$ cat src/rtl/branch_resolve_unit.sv
`default_nettype none
// ============================================================================
// Module   : branch_resolve_unit
// Brief    : Resolves EX-stage branches/jumps from the ALU zero flag, owns the
//            program counter, redirects fetch and drives a counted flush that
//            squashes wrong-path instructions in the younger stages.
// Revision : 1.0 - initial release
// ============================================================================
module branch_resolve_unit #(
    parameter logic [31:0] RESET_PC     = 32'h0000_0000,
    parameter int          FLUSH_CYCLES = 2,
    parameter int          CNT_WIDTH    = 16
) (
    input  logic                 clk,
    input  logic                 rst_n,
    input  logic                 stall,
    input  logic                 ex_valid,
    input  logic [5:0]           ex_opcode,
    input  logic [31:0]          ex_pc,
    input  logic [31:0]          ex_imm,
    input  logic                 zero_flag,
    output logic [31:0]          pc_out,
    output logic                 redirect,
    output logic                 flush,
    output logic [CNT_WIDTH-1:0] taken_count
);

    localparam logic [5:0] c_OP_BEQ = 6'h04;
    localparam logic [5:0] c_OP_BNE = 6'h22;
    localparam logic [5:0] c_OP_J   = 6'h02;

    // Counter preload: flush stays high for this many cycles after the redirect one.
    localparam logic [2:0] c_FLUSH_INIT = 3'(FLUSH_CYCLES - 1);

    typedef enum logic [0:0] {
        S_RUN   = 1'b0,
        S_FLUSH = 1'b1
    } state_t;

    state_t               r_state;
    state_t               w_state_nxt;
    logic [31:0]          r_pc;
    logic [31:0]          w_pc_nxt;
    logic                 r_redirect;
    logic                 w_redirect_nxt;
    logic                 r_flush;
    logic                 w_flush_nxt;
    logic [2:0]           r_fcnt;
    logic [2:0]           w_fcnt_nxt;
    logic [CNT_WIDTH-1:0] r_cnt;
    logic [CNT_WIDTH-1:0] w_cnt_nxt;

    logic [31:0] w_ex_pc4;
    logic [31:0] w_br_target;
    logic [31:0] w_j_target;
    logic [31:0] w_target;
    logic        w_is_j;
    logic        w_dec_taken;
    logic        w_take;

    // Decode: the ALU already inverted zero_flag for the BNE-style opcode.
    assign w_ex_pc4    = ex_pc + 32'd4;
    assign w_br_target = w_ex_pc4 + (ex_imm << 2);
    assign w_j_target  = {w_ex_pc4[31:28], ex_imm[25:0], 2'b00};
    assign w_is_j      = (ex_opcode == c_OP_J);
    assign w_dec_taken = w_is_j | (((ex_opcode == c_OP_BEQ) | (ex_opcode == c_OP_BNE)) & zero_flag);
    assign w_target    = w_is_j ? w_j_target : w_br_target;
    assign w_take      = ex_valid & (r_state == S_RUN) & w_dec_taken;

    // Next-state and next-output logic; a taken redirect always beats stall.
    always_comb begin
        w_state_nxt    = r_state;
        w_pc_nxt       = r_pc;
        w_redirect_nxt = 1'b0;
        w_flush_nxt    = 1'b0;
        w_fcnt_nxt     = r_fcnt;
        w_cnt_nxt      = r_cnt;
        case (r_state)
            S_RUN: begin
                if (w_take) begin
                    w_pc_nxt       = w_target;
                    w_redirect_nxt = 1'b1;
                    w_flush_nxt    = 1'b1;
                    w_fcnt_nxt     = c_FLUSH_INIT;
                    if (r_cnt != {CNT_WIDTH{1'b1}}) begin
                        w_cnt_nxt = r_cnt + 1'b1;
                    end
                    w_state_nxt    = (FLUSH_CYCLES > 1) ? S_FLUSH : S_RUN;
                end else if (!stall) begin
                    w_pc_nxt = r_pc + 32'd4;
                end
            end
            S_FLUSH: begin
                // EX contents are wrong-path here and are ignored entirely.
                if (!stall) begin
                    w_pc_nxt = r_pc + 32'd4;
                end
                if (r_fcnt == 3'd0) begin
                    w_flush_nxt = 1'b0;
                    w_state_nxt = S_RUN;
                end else begin
                    w_flush_nxt = 1'b1;
                    w_fcnt_nxt  = r_fcnt - 3'd1;
                end
            end
            default: begin
                w_state_nxt = S_RUN;
            end
        endcase
    end

    // State and output registers with asynchronous reset.
    always_ff @(posedge clk or negedge rst_n) begin
        if (!rst_n) begin
            r_state    <= S_RUN;
            r_pc       <= RESET_PC;
            r_redirect <= 1'b0;
            r_flush    <= 1'b0;
            r_fcnt     <= 3'd0;
            r_cnt      <= '0;
        end else begin
            r_state    <= w_state_nxt;
            r_pc       <= w_pc_nxt;
            r_redirect <= w_redirect_nxt;
            r_flush    <= w_flush_nxt;
            r_fcnt     <= w_fcnt_nxt;
            r_cnt      <= w_cnt_nxt;
        end
    end

    assign pc_out      = r_pc;
    assign redirect    = r_redirect;
    assign flush       = r_flush;
    assign taken_count = r_cnt;

endmodule
`default_nettype wire

$ cat config.mk
export PLATFORM = sky130hd
export DESIGN_NAME = branch_resolve_unit
export DESIGN_NICKNAME = d
export VERILOG_FILES = /design/src/rtl/branch_resolve_unit.sv
export SDC_FILE = /design/constraint.sdc
export NUM_CORES = 1
export LEC_CHECK = 0
export CORE_UTILIZATION = 40
export CTS_BUF_LIST = sky130_fd_sc_hd__clkbuf_8
export DETAILED_ROUTE_END_ITERATION = 7
export GPL_TIMING_DRIVEN = 0
export PLACE_DENSITY = 0.71
export RECOVER_POWER = 50
export SLEW_MARGIN = 40
export SYNTH_ARGS = -nofsm -noshare
export SYNTH_HDL_FRONTEND = slang
export SYNTH_SLANG_ARGS = --single-unit
export TNS_END_PERCENT = 100
$ cat constraint.sdc
create_clock -name clk -period 2.99 [get_ports clk]
set_input_delay 0.598 -clock clk [delete_from_list [all_inputs] [get_ports clk]]
set_output_delay 0.598 -clock clk [all_outputs]
set_load 0.02 [all_outputs]
Word-level counts from Yosys, hierarchy flattened

Index checks and enable logic that the tools add are counted.

Logic and storage cells: 36
Register bits: 53
Output and inout port bits: 50

Add/subtract/negate cells: 5
Eq/ne operators: 6
Bitwise logic cells: 6
Multiplexer cells: 11
Reduce and logical (&&, ||, !) cells: 3

Operators by type and width:

| cell                                                 | count |
|---|---|
| 2-to-1 mux 32 bit                                    | 3 |
| adder 32 x 3 -> 32 bit (second input constant)       | 2 |
| one-hot mux 32 bit (2 select lines)                  | 1 |
| adder 32 bit                                         | 1 |
| adder 16 x 1 -> 16 bit (second input constant)       | 1 |
| != test 16 bit (second input constant)               | 1 |
| equality test 6 x 2 -> 1 bit (second input constant) | 1 |
| equality test 6 x 3 -> 1 bit (second input constant) | 1 |
| equality test 6 bit (second input constant)          | 1 |
| 2-to-1 mux 3 bit                                     | 2 |
| one-hot mux 3 bit (2 select lines)                   | 1 |
| != test 2 bit (second input constant)                | 2 |
| AND 1 bit                                            | 3 |
| zero test 3 bit                                      | 1 |
| 2-to-1 mux 1 bit                                     | 3 |
| AND reduction 3 bit                                  | 1 |
| subtractor 3 x 1 -> 3 bit (second input constant)    | 1 |
| bitwise OR 1 bit                                     | 2 |
| one-hot mux 1 bit (2 select lines)                   | 1 |
| AND reduction 2 bit                                  | 1 |
| inverter 1 bit                                       | 1 |

Depth between registers and ports, before layout

Gate-level depths: netlist of run 1.

Depth after elaboration: 7
Depth in mapped cells: 16
Depth with buffers taken out: 15

Least setup slack after synthesis of run 1

OpenSTA, ideal clock, no wires.

Path type: input -> register
Start: input port ex_pc[5]
End: register r_pc[31] (netlist: pc_out[31])
Path buffers: 0
Path slack: -854 ps
Library setup time: 96 ps
Data arrival time: 3749 ps
Stages on the path: 15
Cell sequence: and3_1 -> and3_1 -> nand4_1 -> nor2_1 -> nand3_1 -> xnor2_1 -> ha_1 -> a21o_1 -> a21o_1 -> a221o_1 -> nand3_1 -> o211ai_2 -> a31oi_1 -> mux4_2 -> a311oi_2

Word-level cells in the longest chain between the ends: 5

Ends and longest elaborated chain:

| what                                    | RTL line | text |
|---|---|---|
| start: declaration                      | 19       | `input logic [31:0] ex_pc,` |
| adder 32 x 3 -> 32 bit (*)              | 62       | `assign w_ex_pc4 = ex_pc + 32'd4;` |
| adder 32 bit                            | 63       | `assign w_br_target = w_ex_pc4 + (ex_imm << 2);` |
| 2-to-1 mux 32 bit (*)                   | 67       | `assign w_target = w_is_j ? w_j_target : w_br_target;` |
| 2-to-1 mux 32 bit (*)                   | 80       | `if (w_take) begin` |
| one-hot mux 32 bit (2 select lines) (*) | 78       | `case (r_state)` |
| via w_pc_nxt[31]                        | 43       | `logic [31:0] w_pc_nxt;` |
| end signal: assignment                  | 123      | `r_pc <= w_pc_nxt;` |
| end: declaration                        | 42       | `logic [31:0] r_pc;` |

Mark *: on every way through the listed nets, which the timed path passes. The rest lies on a longest branch.
A chain may end at the register's enable or synchronous reset.

Worst setup path in the final report of run 1

Start: input port ex_pc[12]
End: register r_pc[29] (netlist: pc_out[29])

Same word-level chain as after synthesis.

==> results of run 1 <==
==> cells in the mapped netlist, types with 11 or more instances <==
cell / n / area share [%]
a21o_1: 19 / 2.8
a21oi_1: 34 / 3.3
a31oi_1: 14 / 1.7
and3_1: 22 / 2.7
clkbuf_1: 18 / 1.3
dfrtp_1: 53 / 26
ha_1: 39 / 9.6
inv_1: 11 / 0.81
nand2_1: 79 / 5.8
nand3_1: 43 / 4.2
nand4_1: 19 / 2.3
nor2_1: 45 / 3.3
o21ai_0: 24 / 2.4
xnor2_1: 53 / 9.1
xor2_1: 40 / 6.9
==> power breakdown <==
part	leakage, nW	internal (mW)	switching [mW]
registers	0.679	0.883	0.188
clock network	0.0399	0.155	0.222
logic	2.51	0.793	0.828
total	3.22	1.83	1.24
==> per-stage QoR <==
stage	hold slack [ns]	area [µm²]	TNS [ns]
floorplan	0.302	5110	-2.31
CTS	0.209	7210	-3.18
detailed placement	0.480	6560	-23.26
global route	0.506	7470	-6.34
finish	0.496	7470	-4.00
global placement	0.471	6540	-34.05
==> sequential cells by signal, indices dropped and copies added (netlist names) <==
name         cells
taken_count     16
pc_out          32
redirect         1
flush            1
r_fcnt           3
==> final cells by class <==
type	count	share of cell area, %
Multi-Input combinational cell	539	55.9
Timing Repair Buffer	170	21.0
Sequential cell	53	17.7
Tap cell	168	2.81
Buffer	18	0.988
Clock buffer	5	0.921
Inverter	12	0.603
Clock inverter	1	0.0670
==> path summary, 6_finish.rpt <==
| path | start | endpoint | slack (ns) | cells after the start |
|---|---|---|---|---|
| setup / recovery | ex_pc[12] | pc_out[29]$_DFF_PN0_ | -0.58 | 20 |
| hold / removal | pc_out[0]$_DFFE_PN0P_ | pc_out[0]$_DFFE_PN0P_ | 0.50 | 2 |
| setup reg to reg | pc_out[8]$_DFF_PN0_ | pc_out[31]$_DFF_PN0_ | 0.56 | 8 |
| hold reg to reg | pc_out[0]$_DFFE_PN0P_ | pc_out[0]$_DFFE_PN0P_ | 0.50 | 2 |
| max in group asynchronous | rst_n | r_fcnt[1]$_DFFE_PN0P_ | 0.56 | 2 |
| min in group asynchronous | rst_n | pc_out[14]$_DFF_PN0_ | 0.63 | 1 |
==> routing by layer <==
metal	up-vias	GRT usage, %	routed length, µm
met5	-	0	0
li1	2606	-	-
met4	0	8.48	429
met3	39	2.32	1030
met2	226	42.5	7820
met1	2576	31.1	7010
==> repair_timing <==
item,in CTS,in global routing
hold endpoints to repair,0,0
buffers inserted,39,10
setup endpoints to repair,23,21
pin swaps,58,38
resized for setup,116,56
==> worst max-delay path, delay by kind of cell <==
family	cells	cell delay [ns]
simple gates	7	0.92
buf+inv	6	0.73
compound gates	4	0.72
xor+xnor	1	0.26
fa+ha+maj	1	0.25
mux	1	0.24
==> cells by family (layout without fill, tap and decap cells) <==
family	Yosys count	after routing	synth area share (%)
compound gates	145	145	19.0
fa+ha+maj	40	40	9.99
xor+xnor	93	93	16.0
simple gates	256	256	25.0
buf+inv	36	206	2.73
flops	53	53	26.1
mux	5	5	1.25
==> results.yml, run 1 <==
final_layout:
  num-fill-cells: 1092
  final_cells: 966
  final_cell_mix: "clkdlybuf4s50_1 (81), nand2_1 (77), dfrtp_1 (53)"
  area_growth_syn_to_layout_pct: 47.0
  drive_gt1_share_pct: 20.8
  fin_util_pct: 61.2
  multi_input_area_mm2: 0.00418
  insertedDiodeCount: 0
  nets: 914
  seqCellArea_mm2: 0.00133
  final_common_cell: "clkdlybuf4s50_1"
status:
  run_status: "complete, but fails checks"
  failed_checks: "negative setup slack"
synth:
  synth_area_per_cell_um2: 8.10
  synth_area_mm2: 0.00508
  synth_nets: 743
  async_flop_share_pct: 100
  yosysWarnings: 0
  synth_edf_count: 0
  dominantRegCellSynth: "dfrtp_1"
  ys_ff_latch: 53
  ys_seq_area_share_pct: 26.1
  synth_cells: 628
  synth_cell_type_count: 65
critical_path:
  cp-end-kind: "flip-flop"
  crit_path_start_kind: "input pin"
  arrival_ns: 3.75
  cpMaxStageDelayCell: "xnor2_2"
  cp_max_fo: 5
  worst-setup-path-type: "input pin to flip-flop"
  critPathMaxStageDelay_ns: 0.26
  crit_chain: "buf_2 > nand3_2 > nor2_4 > nand4_1 > buf_6 > buf_4 > nor2_4 > buf_6 > nand4_1 > xnor2_2 > ha_4 > buf_6 > and4_4 > nand4_1 > inv_2 > a221oi_2 > o21a_1 > mux2i_1 > o21ai_1 > a21boi_2"
  cp.required_ns: 3.17
job:
  drv_cap: 0
clock_network:
  cts_buffers: 5
  postCtsHoldBufs: 0
  cts_sinks: 53
  cts_root_buf: "clkbuf_8"
  clock_latency_ns: 0.31
  clock_path_buffers: 2
  h-tree-depth: 2
  path_clk_slew_ns: 0.09
  tritoncts: "done"
sta:
  rsz0062_at_grt: "true"
  fmax_ghz: 0.280
  drv_slew: 0
  worstMarginPinSlew_ns: 1.47
  setup_viol: 15
  finalClockSkew_ns: 0.00940
  period_needed_ns: 3.57
  setup_slack_ns: -0.580
  fin_crit_sh_pct: 119
  hold_viol: 0
  max_slew_margin_pct: 2.29
power:
  totalPowerFinal_mw: 3.07
  pwr_density_cell_mw_per_mm2: 410
  irDropWorstVdd_mv: 0.175
  power_leakage_nw: 3.22
floorplan:
  start_util_pct: 41.6
  dieArea_mm2: 0.0132
  rows: 40
  core_area_mm2: 0.0122
  chipHeight_um: 115
  die_w_um: 115
  io_pins: 125
drt:
  wirelength_mm: 16.3
  firstDrtPassIters: 5
  vias_per_cell: 5.64
  via_count: 5447
  ant_nets: 0
  wl_per_cell_um: 16.9
  drc: 0
  drt_iter0_drc: 286
place:
  gp_congestion: 0.904
  dp_hpwl_mm: 12.2
  port_buffers: 122
  placedCellCount: 919
  dp_slack_ns: -1.70
global_routing:
  grt_usage_pct: 24.2
  grt.overflow.total: 0
  grt_max_degree: 30
  grt_pass1_wl_mm: 25.2
  grt_pass1_vias: 5346
  antenna_found_initial: 0
worst_hold_path:
  hp-class: "flip-flop to flip-flop"
(Power assumes the default switching activity.)
==> run 2: changes to the inputs <==
--- a/config.mk
+++ b/config.mk
@@ -11,6 +11,7 @@
 export GPL_TIMING_DRIVEN = 0
 export PLACE_DENSITY = 0.71
 export RECOVER_POWER = 50
+export SKIP_LAST_GASP = 1
 export SLEW_MARGIN = 40
 export SYNTH_ARGS = -nofsm -noshare
 export SYNTH_HDL_FRONTEND = slang
==> results.yml, run 2 (synthesis gave the netlist of run 1 again) <==
critical_path:
  crit_chain: "buf_2 > nand3_2 > nor2_4 > nand4_1 > buf_6 > buf_4 > nor2_4 > buf_6 > nand4_1 > xnor2_2 > ha_4 > buf_4 > and4_4 > nand4_1 > inv_2 > a221oi_2 > o21a_1 > mux2i_1 > o21ai_1 > a21boi_2"
  crit_path_start_kind: "input pin"
  cpMaxStageDelayCell: "xnor2_2"
  path_common_cell: "nand4_1"
  cp-end-kind: "flip-flop"
  crit_family: "simple AND/OR/NAND/NOR gates"
  arrival_ns: 3.76
  cp_max_fo: 5
  path_buf_inv: 6
  cp.required_ns: 3.17
  critPathMaxStageDelay_ns: 0.26
  worst-setup-path-type: "input pin to flip-flop"
floorplan:
  start_util_pct: 41.6
  chipHeight_um: 115
  rows: 40
  core_area_mm2: 0.0122
  die_w_um: 115
  io_pins: 125
  dieArea_mm2: 0.0132
sta:
  fin_crit_sh_pct: 120
  period_needed_ns: 3.58
  max_slew_margin_pct: 2.24
  worstMarginPinSlew_ns: 1.47
  setup_viol: 15
  finalClockSkew_ns: 0.0101
  setup_slack_ns: -0.591
  rsz0062_at_grt: "true"
  hold_viol: 0
  fmax_ghz: 0.279
  drv_slew: 0
clock_network:
  cts_buffers: 5
  clock_latency_ns: 0.31
  cts_sinks: 53
  postCtsHoldBufs: 0
  clock_path_buffers: 2
  h-tree-depth: 2
  tritoncts: "done"
  path_clk_slew_ns: 0.09
  cts_root_buf: "clkbuf_8"
drt:
  ant_nets: 0
  drt_iter0_drc: 253
  drc: 0
  vias_per_cell: 5.59
  via_count: 5400
  wl_met2_mm: 7.82
  routed.top_layer: "met4"
  dr_wl_met3_mm: 1.01
  wl_per_cell_um: 16.8
  firstDrtPassIters: 4
  wirelength_mm: 16.2
  m1WireLength_mm: 7.02
job:
  drv_cap: 0
global_routing:
  grt_max_degree: 30
  grt_pass1_wl_mm: 25.2
  grt_pass1_vias: 5346
  grt.overflow.total: 0
  antenna_found_initial: 0
  grt_usage_pct: 24.2
place:
  placedCellCount: 919
  gp_congestion: 0.904
  dp_hpwl_mm: 12.2
  port_buffers: 122
power:
  irDropWorstVdd_mv: 0.175
  power_leakage_nw: 3.23
  pwr_density_cell_mw_per_mm2: 411
final_layout:
  fin_util_pct: 61.1
  insertedDiodeCount: 0
  largest_reg_flops: 32
  final_common_cell: "clkdlybuf4s50_1"
  area_growth_syn_to_layout_pct: 46.7
  final_cells: 966
  final_cell_mix: "clkdlybuf4s50_1 (81), nand2_1 (77), dfrtp_1 (53)"
  nets: 914
  drive_gt1_share_pct: 20.7
worst_hold_path:
  hp-class: "flip-flop to flip-flop"
status:
  run_status: "complete, but fails checks"
  failed_checks: "negative setup slack"
[run 2: area by class of cell]
type | count | area [µm²]
fill | 1096 | 4750
multi-input combinational | 539 | 4160
timing repair buffer | 170 | 1570
sequential | 53 | 1330
inverter | 12 | 45.0
buffer | 18 | 73.8
clock buffer | 5 | 68.8
tap | 168 | 210
clock inverter | 1 | 5.00
[run 2: tightest hold or removal path: stages, from the launching register on]
cell     delay, ns
dfrtp_1       0.36
nand2_1       0.06
nand2_1       0.05
[run 2: power by group]
group / total, mW / internal, mW / switching (mW)
logic: 1.62 / 0.791 / 0.826
registers: 1.07 / 0.883 / 0.188
clock network: 0.375 / 0.155 / 0.220
total: 3.06 / 1.83 / 1.23
[run 2: layer usage]
layer  vias to the layer above  GRT usage (%)
met4                         0           8.48
li1                       2603              -
met5                         -              0
met1                      2556           31.1
met2                       208           42.5
met3                        33           2.32
[run 2: timing repair]
item | CTS | global route
pin swaps | 57 | 39
setup endpoints to repair | 23 | 21
setup buffers | 39 | 10
resized for setup | 113 | 56
[run 2: path summary, 6_finish.rpt]
check	start	end	slack, ns	depth (start not counted)
worst min-delay path	pc_out[0]$_DFFE_PN0P_	pc_out[0]$_DFFE_PN0P_	0.50	2
worst max register to register	pc_out[8]$_DFF_PN0_	pc_out[31]$_DFF_PN0_	0.54	8
min in group asynchronous	rst_n	pc_out[14]$_DFF_PN0_	0.63	1
worst max-delay path	ex_pc[12]	pc_out[29]$_DFF_PN0_	-0.59	20
max in group asynchronous	rst_n	r_fcnt[1]$_DFFE_PN0P_	0.57	2
worst min register to register	pc_out[0]$_DFFE_PN0P_	pc_out[0]$_DFFE_PN0P_	0.50	2
[run 2: through the flow]
stage / hold WS (ns) / instance area (µm²) / TNS [ns] / power [mW] / setup WS [ns]
finish: 0.496 / 7460 / -4.07 / 3.06 / -0.591
global route: 0.506 / 7460 / -6.37 / 3.25 / -0.683
CTS: 0.209 / 7210 / -3.23 / 3.01 / -0.687
detailed placement: 0.480 / 6560 / -23.26 / 2.54 / -1.70
global placement: 0.471 / 6540 / -34.05 / 2.51 / -1.64
floorplan: 0.302 / 5110 / -2.31 / 1.91 / -0.676
==> run 3: changes to the inputs <==
--- a/config.mk
+++ b/config.mk
@@ -5,8 +5,8 @@
 export SDC_FILE = /design/constraint.sdc
 export NUM_CORES = 1
 export LEC_CHECK = 0
+export ABC_CLOCK_PERIOD_IN_PS = 2990
 export CORE_UTILIZATION = 40
-export CTS_BUF_LIST = sky130_fd_sc_hd__clkbuf_8
 export DETAILED_ROUTE_END_ITERATION = 7
 export GPL_TIMING_DRIVEN = 0
 export PLACE_DENSITY = 0.71
==> results.yml, run 3 (synthesis gave the netlist of run 1 again) <==
final_layout:
  drive_gt1_share_pct: 20.7
  nets: 914
  insertedDiodeCount: 0
  area_growth_syn_to_layout_pct: 47.4
  final_cell_mix: "clkdlybuf4s50_1 (81), nand2_1 (77), dfrtp_1 (53)"
  fin_util_pct: 61.4
  largest_reg_flops: 32
  final_common_cell: "clkdlybuf4s50_1"
place:
  port_buffers: 122
  dp_hpwl_mm: 12.2
  gp_congestion: 0.904
critical_path:
  worst-setup-path-type: "input pin to flip-flop"
  cp-end-kind: "flip-flop"
  reg2regPathDepth: 8
  crit_path_start_kind: "input pin"
  r2r_start: "pc_out[5]$_DFF_PN0_"
  cp_max_fo: 3
  arrival_ns: 3.83
  crit_end: "pc_out[31]$_DFF_PN0_"
  r2r-end: "pc_out[31]$_DFF_PN0_"
  reg2reg_slack_ns: 0.56
  cp.required_ns: 3.18
  startpoint: "ex_pc[6]"
clock_network:
  cts_sinks: 53
  h-tree-depth: 2
  clock_latency_ns: 0.29
  cts_root_buf: "clkbuf_16"
  clock_path_buffers: 2
  postCtsHoldBufs: 0
  path_clk_slew_ns: 0.07
  cts_buffers: 5
  tritoncts: "done"
floorplan:
  core_area_mm2: 0.0122
  io_pins: 125
  chipHeight_um: 115
  die_w_um: 115
  dieArea_mm2: 0.0132
  rows: 40
  start_util_pct: 41.6
sta:
  fmax_ghz: 0.275
  setup_slack_ns: -0.648
  rsz0062_at_grt: "true"
  period_needed_ns: 3.64
  setup_viol: 16
  worstMarginPinSlew_ns: 1.46
  drv_slew: 0
  finalClockSkew_ns: 0.00592
  max_slew_margin_pct: 2.92
  hold_ws_ns: 0.492
  hold_viol: 0
  fin_crit_sh_pct: 122
global_routing:
  grt_pass1_vias: 5340
  grt_pass1_wl_mm: 25.1
  grt.overflow.total: 0
  grt_usage_pct: 24.1
  antenna_found_initial: 0
  grt_max_degree: 30
power:
  power_leakage_nw: 3.25
  pwr_density_cell_mw_per_mm2: 429
  totalPowerFinal_mw: 3.21
  irDropWorstVdd_mv: 0.231
drt:
  drt_iter0_drc: 334
  drc: 0
  wirelength_mm: 16.2
  via_count: 5416
  ant_nets: 0
  wl_per_cell_um: 16.7
  firstDrtPassIters: 5
  vias_per_cell: 5.61
status:
  failed_checks: "negative setup slack"
  run_status: "complete, but fails checks"
worst_hold_path:
  hold_depth: 2
  hp-class: "flip-flop to flip-flop"
  hp-start: "pc_out[0]$_DFFE_PN0P_"
job:
  drv_cap: 0
run 3: changes by cell type in the layout (fill, tap and decap cells not counted), sizes merged:
cell,before,now
buf,60,61
clkdlybuf4s15,2,1
run 3: through the flow:
| step | TNS [ns] | area [µm²] | setup WS (ns) | std cells |
|---|---|---|---|---|
| floorplan | -2.31 | 5110 | -0.676 | 628 |
| global placement | -34.05 | 6540 | -1.64 | 918 |
| detailed placement | -23.26 | 6560 | -1.70 | 919 |
| CTS | -3.65 | 7260 | -0.712 | 957 |
| global route | -7.07 | 7500 | -0.743 | 966 |
| finish | -4.82 | 7500 | -0.648 | 966 |
run 3: worst min path at each step:
stage	end	slack (ns)
2_1_floorplan	flush$_DFF_PN0_	0.30
3_3_place_gp	taken_count[11]$_DFFE_PN0P_	0.47
3_5_place_dp	pc_out[0]$_DFFE_PN0P_	0.48
4_1_cts	taken_count[4]$_DFFE_PN0P_	0.24
5_1_grt	pc_out[0]$_DFFE_PN0P_	0.50
6_report	pc_out[0]$_DFFE_PN0P_	0.49
run 3: metal layers:
metal / vias to the layer above / global-route usage, % / share of wire (%)
li1: 2605 / - / -
met1: 2558 / 30.8 / 44
met2: 215 / 42.7 / 48
met3: 38 / 2.37 / 5.4
met4: 0 / 7.62 / 2.6
met5: - / 0 / 0
run 3: critical path: stages:
cell	delay, ns
buf_6	0.07
and3_4	0.18
and3_4	0.18
nand4_1	0.15
nor2_2	0.19
nand3_2	0.10
xnor2_2	0.15
ha_1	0.31
a21o_1	0.19
a21o_1	0.20
a221o_1	0.34
nand3_2	0.08
o211ai_2	0.12
a31oi_2	0.21
mux4_2	0.54
a311oi_2	0.22
run 3: what timing repair did:
item | CTS | global route
pin swaps | 58 | 41
resized for setup | 113 | 56
endpoints found under the setup margin | 23 | 22
setup buffers | 39 | 10
run 3: layout make-up:
cell class,count,area (µm²)
inverter,12,45.0
clock inverter,1,5.00
clock buffer,5,125
timing repair buffer,170,1570
multi-input combinational,539,4140
sequential,53,1330
tap,168,210
fill,1089,4720
buffer,18,73.8
run 3: power breakdown:
group / switching [mW] / total (mW) / internal (mW)
Sequential: 0.188 / 1.07 / 0.885
Clock: 0.235 / 0.534 / 0.299
Combinational: 0.824 / 1.61 / 0.783
Total: 1.25 / 3.21 / 1.97
